**src/rtl/rx_pkg.sv**
```systemverilog
// Shared constants and helpers for the serial word receiver.
package rx_pkg;

  localparam bit RX_MSB_FIRST = 1'b1;
  localparam bit RX_LSB_FIRST = 1'b0;

  localparam int unsigned PERR_W = 8;

  // Ceiling log2, usable in constant expressions; returns 0 for values <= 1.
  function automatic int unsigned clog2(input int unsigned value);
    int unsigned res;
    res = 0;
    while ((64'd1 << res) < 64'(value)) begin
      res++;
    end
    return res;
  endfunction

endpackage

```
**src/rtl/rx_word_fifo.sv**
```systemverilog
// Show-ahead word FIFO: rdata always presents the head, and holds its last value when empty.
module rx_word_fifo
  import rx_pkg::*;
#(
  parameter int unsigned WIDTH = 32,
  parameter int unsigned DEPTH = 4
) (
  input  logic                   clk,
  input  logic                   reset,
  input  logic                   push,
  input  logic [WIDTH-1:0]       wdata,
  input  logic                   pop,
  output logic [WIDTH-1:0]       rdata,
  output logic                   empty,
  output logic                   full,
  output logic [clog2(DEPTH):0]  fill
);

  localparam int unsigned AW = clog2(DEPTH);
  localparam int unsigned CW = AW + 1;

  logic [WIDTH-1:0] mem [DEPTH];
  logic [AW-1:0]    wr_ptr_q;
  logic [AW-1:0]    rd_ptr_q;
  logic [CW-1:0]    count_q;
  logic [WIDTH-1:0] head_q;
  logic [WIDTH-1:0] head_d;
  logic             do_push;
  logic             do_pop;

  assign empty = (count_q == '0);
  assign full  = (count_q == CW'(DEPTH));

  // A full FIFO still accepts a push when the head leaves in the same cycle.
  assign do_pop  = pop & ~empty;
  assign do_push = push & (~full | do_pop);

  always_ff @(posedge clk) begin
    if (do_push) begin
      mem[wr_ptr_q] <= wdata;
    end
  end

  always_comb begin
    head_d = head_q;
    if (do_pop) begin
      if (count_q > CW'(1)) begin
        head_d = mem[rd_ptr_q + AW'(1)];
      end else if (do_push) begin
        head_d = wdata;
      end
    end else if (do_push && empty) begin
      head_d = wdata;
    end
  end

  always_ff @(posedge clk or posedge reset) begin
    if (reset) begin
      wr_ptr_q <= '0;
      rd_ptr_q <= '0;
      count_q  <= '0;
      head_q   <= '0;
    end else begin
      head_q <= head_d;
      if (do_push) begin
        wr_ptr_q <= wr_ptr_q + AW'(1);
      end
      if (do_pop) begin
        rd_ptr_q <= rd_ptr_q + AW'(1);
      end
      if (do_push && !do_pop) begin
        count_q <= count_q + CW'(1);
      end else if (do_pop && !do_push) begin
        count_q <= count_q - CW'(1);
      end
    end
  end

  assign rdata = head_q;
  assign fill  = count_q;

endmodule

```
**src/rtl/serial_word_rx.sv**
```systemverilog
// Serial word receiver: samples datain every BIT_DIV clocks while comEn is high, assembles
// WIDTH-bit words (optional even parity) and queues them in a show-ahead FIFO.
module serial_word_rx
  import rx_pkg::*;
#(
  parameter int unsigned WIDTH     = 32,
  parameter int unsigned BIT_DIV   = 102,
  parameter int unsigned DEPTH     = 4,
  parameter bit          MSB_FIRST = RX_MSB_FIRST,
  parameter int unsigned PARITY_EN = 0
) (
  input  logic                   clk,
  input  logic                   reset,
  input  logic                   datain,
  input  logic                   comEn,
  output logic [WIDTH-1:0]       rd_data,
  output logic                   rd_valid,
  input  logic                   rd_ready,
  output logic [clog2(DEPTH):0]  fill,
  output logic                   overflow,
  output logic [PERR_W-1:0]      perr_cnt,
  input  logic                   ovf_clr
);

  localparam int unsigned FRAME = WIDTH + PARITY_EN;
  localparam int unsigned DIV_W = clog2(BIT_DIV);
  localparam int unsigned CNT_W = clog2(FRAME);

  logic [DIV_W-1:0]  div_q;
  logic [CNT_W-1:0]  bitcnt_q;
  logic [FRAME-1:0]  shift_q;
  logic [FRAME-1:0]  frame_next;
  logic [WIDTH-1:0]  payload;
  logic              sample_tick;
  logic              last_bit;
  logic              par_ok;

  logic              done_q;
  logic              good_q;
  logic [WIDTH-1:0]  word_q;
  logic              overflow_q;
  logic [PERR_W-1:0] perr_q;

  logic              push;
  logic              pop;
  logic              fifo_empty;
  logic              fifo_full;

  assign sample_tick = comEn && (div_q == DIV_W'(BIT_DIV - 1));
  assign last_bit    = (bitcnt_q == CNT_W'(FRAME - 1));

  // The frame as it will look once the current bit is shifted in.
  assign frame_next = MSB_FIRST ? {shift_q[FRAME-2:0], datain}
                                : {datain, shift_q[FRAME-1:1]};

  // Parity, when present, trails the payload in the frame.
  assign payload = MSB_FIRST ? frame_next[FRAME-1 -: WIDTH] : frame_next[WIDTH-1:0];
  assign par_ok  = (PARITY_EN == 0) || !(^frame_next);

  always_ff @(posedge clk or posedge reset) begin
    if (reset) begin
      div_q <= '0;
    end else if (!comEn || div_q == DIV_W'(BIT_DIV - 1)) begin
      div_q <= '0;
    end else begin
      div_q <= div_q + 1'b1;
    end
  end

  always_ff @(posedge clk or posedge reset) begin
    if (reset) begin
      bitcnt_q <= '0;
      shift_q  <= '0;
    end else if (!comEn) begin
      bitcnt_q <= '0;
      shift_q  <= '0;
    end else if (sample_tick) begin
      if (last_bit) begin
        bitcnt_q <= '0;
        shift_q  <= '0;
      end else begin
        bitcnt_q <= bitcnt_q + 1'b1;
        shift_q  <= frame_next;
      end
    end
  end

  // Completed frame is held one cycle before the push so the FIFO sees a registered word.
  always_ff @(posedge clk or posedge reset) begin
    if (reset) begin
      done_q <= 1'b0;
      good_q <= 1'b0;
      word_q <= '0;
    end else begin
      done_q <= sample_tick & last_bit;
      if (sample_tick && last_bit) begin
        word_q <= payload;
        good_q <= par_ok;
      end
    end
  end

  assign push = done_q & good_q;
  assign pop  = rd_ready & ~fifo_empty;

  always_ff @(posedge clk or posedge reset) begin
    if (reset) begin
      overflow_q <= 1'b0;
      perr_q     <= '0;
    end else begin
      if (push && fifo_full && !pop) begin
        overflow_q <= 1'b1;
      end else if (ovf_clr) begin
        overflow_q <= 1'b0;
      end
      if (done_q && !good_q && perr_q != '1) begin
        perr_q <= perr_q + 1'b1;
      end
    end
  end

  rx_word_fifo #(
    .WIDTH (WIDTH),
    .DEPTH (DEPTH)
  ) u_fifo (
    .clk   (clk),
    .reset (reset),
    .push  (push),
    .wdata (word_q),
    .pop   (rd_ready),
    .rdata (rd_data),
    .empty (fifo_empty),
    .full  (fifo_full),
    .fill  (fill)
  );

  assign rd_valid = ~fifo_empty;
  assign overflow = overflow_q;
  assign perr_cnt = perr_q;

endmodule

```
**config.mk**
```make
export PLATFORM = sky130hd
export DESIGN_NAME = serial_word_rx
export DESIGN_NICKNAME = d
export VERILOG_FILES = /design/src/rtl/rx_pkg.sv /design/src/rtl/rx_word_fifo.sv /design/src/rtl/serial_word_rx.sv
export SDC_FILE = /design/constraint.sdc
export NUM_CORES = 1
export LEC_CHECK = 0
export BUFFER_PORTS_ARGS = -buffer_cell sky130_fd_sc_hd__buf_2
export CAP_MARGIN = 40
export CELL_PAD_IN_SITES_DETAIL_PLACEMENT = 0
export CELL_PAD_IN_SITES_GLOBAL_PLACEMENT = 1
export CORE_MARGIN = 5
export CORE_UTILIZATION = 25
export CTS_CLUSTER_SIZE = 20
export DETAILED_ROUTE_END_ITERATION = 12
export HOLD_SLACK_MARGIN = 0.15
export PLACE_DENSITY_LB_ADDON = 0.1
export SLEW_MARGIN = 20
export SYNTH_ARGS = -nofsm -noshare
export SYNTH_HDL_FRONTEND = slang
export SYNTH_HIERARCHICAL = 1
export SYNTH_SLANG_ARGS = --single-unit
```
**constraint.sdc**
```tcl
create_clock -name clk -period 3.03 [get_ports clk]
set_clock_uncertainty 0.15 [all_clocks]
set_input_delay 0.303 -clock clk [delete_from_list [all_inputs] [get_ports clk]]
set_output_delay 0.303 -clock clk [all_outputs]
set_load 0.01 [all_outputs]
```
# Yosys cells after proc, flatten, opt, wreduce, memory -nomap -nowiden
# Memory sizes are Yosys's and may differ from the RTL's.
# Cells that the tools add are included.
# word_totals
register_bits	125
ramBits	128
out_inout_bits	45
wordCells	70
memories	1
# op_classes
add_sub_neg	7
magnitude_cmp	1
eq_ne	6
mux	17
bitwise_logic	7
reduce_logical	19
# mem_list
memory	depth	word_bits	rd	rd_ports_with_merged_regs	wr	line	source
u_fifo.mem	4	32	1	0	1	rx_word_fifo.sv:22	logic [WIDTH-1:0] mem [DEPTH];
# op_table
cell	n
two-way mux 32 bit	4
two-way mux 31 bit	3
two-way mux 5 bit	3
logical AND 1 bit	9
adder 8 x 1 -> 8 bit, second input constant	1
!= test 8 bit, second input constant	1
adder 7 x 1 -> 7 bit, second input constant	1
== test 7 bit, second input constant	1
two-way mux 7 bit	1
two-way mux 3 bit	2
nonzero test 2 bit	3
adder 5 x 1 -> 5 bit, second input constant	1
== test 5 bit, second input constant	1
adder 2 x 1 -> 2 bit, second input constant	2
AND 1 bit	4
zero test 1 bit	4
two-way mux 1 bit	4
adder 3 x 1 -> 3 bit, second input constant	1
== test 3 bit, second input constant	1
> comparator 3 x 1 -> 1 bit, second input constant	1
zero test 3 bit	1
!= test 3 x 2 -> 1 bit, second input constant	1
subtractor 3 x 1 -> 3 bit, second input constant	1
!= test 2 x 1 -> 1 bit, second input constant	1
other kinds (4)	5

# Longest topological paths before layout
# logic_depth
depth_word	9
mapped_depth	8
ltp_nobuf	7

# Modules after synthesis
# The synthesis kept the hierarchy.
# by_module_without_submodules
module	n_inst	cells_each	area_per_inst_um2	seq_area_each_um2
rx_word_fifo	1	331	6847.8	4819.6
serial_word_rx	1	310	3711.1	2152.1

# Worst setup path after synthesis
# Ideal clock, no wire load.
# synth_timing
path_kind	reg-to-reg
from	reg u_fifo.count_q[1], in the netlist u_fifo/fill[1]
to	mem u_fifo.mem[0][0], enable pin
setup_ns	0.392
t_arrival_ns	1.988
required_ns	2.488
setup_slack_ns	0.500
path_stages_with_launch	6
path_buffers	0
period_less_slack_ns	2.530
path_cell_list	dfrtp_1 -> inv_1 -> ha_1 -> nand2_1 -> o21a_1 -> and2_1
# synth_between
elab_chain_len	7
elab_cells_between_ends	9
cone_classes	eq/ne (1); mux (2); bitwise (5); reduce/logical (1)
# synth_lines
item	line	source
from (decl)	rx_word_fifo.sv:25	logic [CW-1:0] count_q;
from (signal assigned)	rx_word_fifo.sv:72	count_q <= count_q + CW'(1);
from (signal assigned)	rx_word_fifo.sv:74	count_q <= count_q - CW'(1);
zero test 3 bit	rx_word_fifo.sv:31	assign empty = (count_q == '0);
NOT 1 bit	rx_word_fifo.sv:35	assign do_pop = pop & ~empty;
AND 1 bit	rx_word_fifo.sv:35	
bitwise OR 1 bit *	rx_word_fifo.sv:36	assign do_push = push & (~full | do_pop);
AND 1 bit *	rx_word_fifo.sv:36	
two-way mux 1 bit *	rx_word_fifo.sv:39	if (do_push) begin
two-way mux 1 bit (implied by the code) *	rx_word_fifo.sv:40	mem[wr_ptr_q] <= wdata;
to (decl)	rx_word_fifo.sv:22	
# Mark *: on every way between the ends. The rest lies on a longest branch, timed or not.

# Worst setup path in the final report
# layout_timing
from	reg u_fifo.count_q[1], in the netlist u_fifo/fill[1]
to	reg u_fifo.head_q[19], in the netlist u_fifo/rdata[19]
# layout_between
elab_chain_len	8
elab_cells_between_ends	14
cone_classes	order compare (1); eq/ne (2); mux (2); bitwise (5); reduce/logical (4)
# layout_lines
item	line	source
zero test 3 bit *	rx_word_fifo.sv:31	
named net fifo_empty	serial_word_rx.sv:46	logic fifo_empty;
NOT 1 bit	rx_word_fifo.sv:35	
AND 1 bit	rx_word_fifo.sv:35	
bitwise OR 1 bit	rx_word_fifo.sv:36	
AND 1 bit	rx_word_fifo.sv:36	
logical AND 1 bit	rx_word_fifo.sv:52	end else if (do_push && empty) begin
nonzero test 2 bit (no source line)	--	
AND reduction 2 bit (no source line)	--	
to (signal assigned)	rx_word_fifo.sv:62	head_q <= '0;
to (signal assigned)	rx_word_fifo.sv:64	head_q <= head_d;
to (decl)	rx_word_fifo.sv:26	logic [WIDTH-1:0] head_q;
# Mark *: on every way through the listed nets, which the timed path passes. The rest lies on a longest branch.
# A chain may end at the register's enable or synchronous reset.

==> out/results.tsv <==
metric	value	unit
yosys_warnings	6	
worstHoldStart	comEn	
r2r_end	u_fifo/rdata[19]	
drtPass1Iterations	4	
die_x	216	µm
hold_path_class	in2reg	
min_to	shift_q[4]	
ff2ff_setup_slack	590	ps
syn_nets	660	
drive_gt1_share	34.0	%
switching_share	24.9	%
cts_resized	0	
port_buffers	50	
gp_congestion	0.664	
ys.flop_type	edfxtp_1	
die_area	46400	µm²
routed-via-count	5642	
cp_slowest_cell	dfrtp_1	
yosysTopAreaCell	edfxtp_1	
drtIter0Drc	238	
max_freq	0.410	GHz
hold_path_depth	3	
ys_seq_elements	253	
reg2reg_from	u_fifo/fill[1]	
setup_violations	0	
finish.instance_area	12600	µm²
antennaDiodeCount	0	
root_buffer	clkbuf_16	
seqPwrFrac	44.5	%
nNetsFinal	734	
numClockSinks	253	
path_cells	inv_1, ha_1, nand2b_2, inv_2, o21ai_4, buf_12, mux2_2, mux2_2	
synth_top_cell_area_share	36.4	%
synth-edff-count	128	
overflow	0	
fin_util	30.1	%
cp_max_fo	32	
power_density	655	nW/µm²
htree_levels	1	
netlist_instances	641	
via_per_inst	4.42	
ant_nets	0	
crit_path_end_kind	flip-flop	
grt_pass1_vias	6348	
drt_wl_total	24700	µm
crit_path_start_kind	flip-flop	
async_reset_ff_share	49.4	%
grtUsageTotal	10.7	%
clk_pin_slew_worst_paths	60	ps
grt_pass1_wl	39000	µm
worst_r2r_path_depth	8	
fin_tns_setup	0	ps
p_comb_share	11.9	%
power	0.00825	W
rsz0062_at_grt	false	
synth.distinct_cells	46	
maxCapViolations	0	
ys_seq_area_share	66.0	%
internal_power	0.00619	W
synth_area	10600	µm²
slew_headroom	51.8	%
ioPinCount	51	
hold_violations	0	
clock_latency	560	ps
ir_drop	0.000354	V
synth_common_cells	edfxtp_1, dfrtp_1, mux2_2	
avgSynthCellArea	16.5	µm²
status	finished clean	
cts_made_buffers	30	
grt_antenna_before_repair	0	
core	41900	µm²
drc	0	
clkPwrFrac	43.6	%
placed_area	11500	µm²
avgRoutedWirePerCell	19.3	µm
yosys-top-cells-area	edfxtp_1, dfrtp_1, mux2_2	
period_minus_slack	2440	ps
worst_ep_required_time	3320	ps
min_period_over_period	80.5	%
tritoncts	done	
cp_common_cell	mux2_2	
grt_max_degree	39	
start_util	25.2	%
crit_type	reg2reg	
slew_violations	0	
die_y	216	µm
hpwl	14000	µm
slowest_delay	450	ps
area_delta_synth_final	19.2	%
clk_path_buf_depth	3	
p_leak	5.46	nW
synth.most_common_cell	edfxtp_1	
switchingPower	0.00206	W
cp_data_arrival_time	2730	ps
row_count	75	
tightestPinTransition	722	ps
power groups by stage:
stage                     sequential (W)  clock (W)  combinational, W
after global routing             0.00368    0.00387           0.00108
final                            0.00367    0.00360          0.000981
after global placement           0.00374          0           0.00102
after floorplan                  0.00373          0          0.000689
after CTS                        0.00367    0.00373           0.00104
after detailed placement         0.00374          0           0.00103
metal layers:
| metal | global-route usage [%] | up-vias | wire [µm] |
|---|---|---|---|
| met3 | 2.09 | 40 | 826 |
| met5 | 0 | - | 0 |
| met1 | 14.0 | 2994 | 11300 |
| met2 | 18.3 | 71 | 12000 |
| met4 | 2.84 | 0 | 614 |
| li1 | - | 2537 | - |
per-stage QoR:
stage	hold slack, ps	worst slack [ps]	std cells
2_1_floorplan	303	355	641
3_3_place_gp	252	669	1215
3_5_place_dp	133	591	1216
4_1_cts	159	576	1277
5_1_grt	177	475	1277
6_report	173	591	1277
cells by family (layout without fill, tap and decap cells):
group / count (synthesis) / after routing / synth area share [%]
buffers and inverters: 46 / 143 / 2.31
DFF: 253 / 253 / 66.0
adders and majority gates: 13 / 13 / 1.54
xor gates and xnor gates: 14 / 14 / 1.16
and+or+nand+nor: 128 / 128 / 6.64
AOI/OAI and AO/OA: 56 / 56 / 3.80
muxes: 131 / 131 / 18.5
worst max-delay path by stage:
| stage | slack (ps) | startpoint | end |
|---|---|---|---|
| after floorplan | 360 | reset | bitcnt_q[0] |
| after global placement | 670 | u_fifo/fill[0] | u_fifo/rdata[0] |
| after detailed placement | 590 | u_fifo/fill[1] | u_fifo/rdata[19] |
| after CTS | 580 | u_fifo/fill[1] | u_fifo/rdata[19] |
| after global routing | 480 | u_fifo/fill[1] | u_fifo/rdata[19] |
| final | 590 | u_fifo/fill[1] | u_fifo/rdata[19] |
area by class of cell:
class	instances	area [µm²]
multi-input combinational	342	3350
clock buffer	45	888
tap	539	674
fill	4147	29300
timing repair buffer	76	548
clock inverter	10	105
inverter	12	46.3
sequential	253	6970
worst max-delay path, delay by kind of cell (launching register included):
family | cells | cell delay, ps
compound gates | 1 | 140
fa+ha+maj | 1 | 290
flops | 1 | 450
simple gates | 1 | 140
buf+inv | 3 | 490
mux | 2 | 640
flip-flops by register name (all words and copies together) (netlist names):
signal / cells
bitcnt_q: 5
div_q: 7
done_q: 1
good_q: 1
overflow: 1
perr_cnt: 8
shift_q: 31
u_fifo/fill: 3
u_fifo/mem: 128
u_fifo/rd_ptr_q: 2
u_fifo/rdata: 32
u_fifo/wr_ptr_q: 2
word_q: 32
what timing repair did:
action                    CTS  global route
setup buffers               0             0
hold endpoints to repair  133             0
hold buffers                6             0
placed cells by master, fill, tap and decap left out, drive strengths merged, types with 3 or more instances in the layout:
cell,count
mux4,32
clkbuf,45
o21ai,8
xnor2,10
nor2b,3
mux2,99
a21oi,5
nand3b,33
and3,5
xor2,4
nand3,10
and2,6
a21boi,34
clkinv,6
edfxtp,128
ha,13
dfrtp,125
dlygate4sd3,6
inv,12
nand2b,3
nor3,3
buf,70
nand2,47
nor2,11
Power figures use the tool's default switching activity.
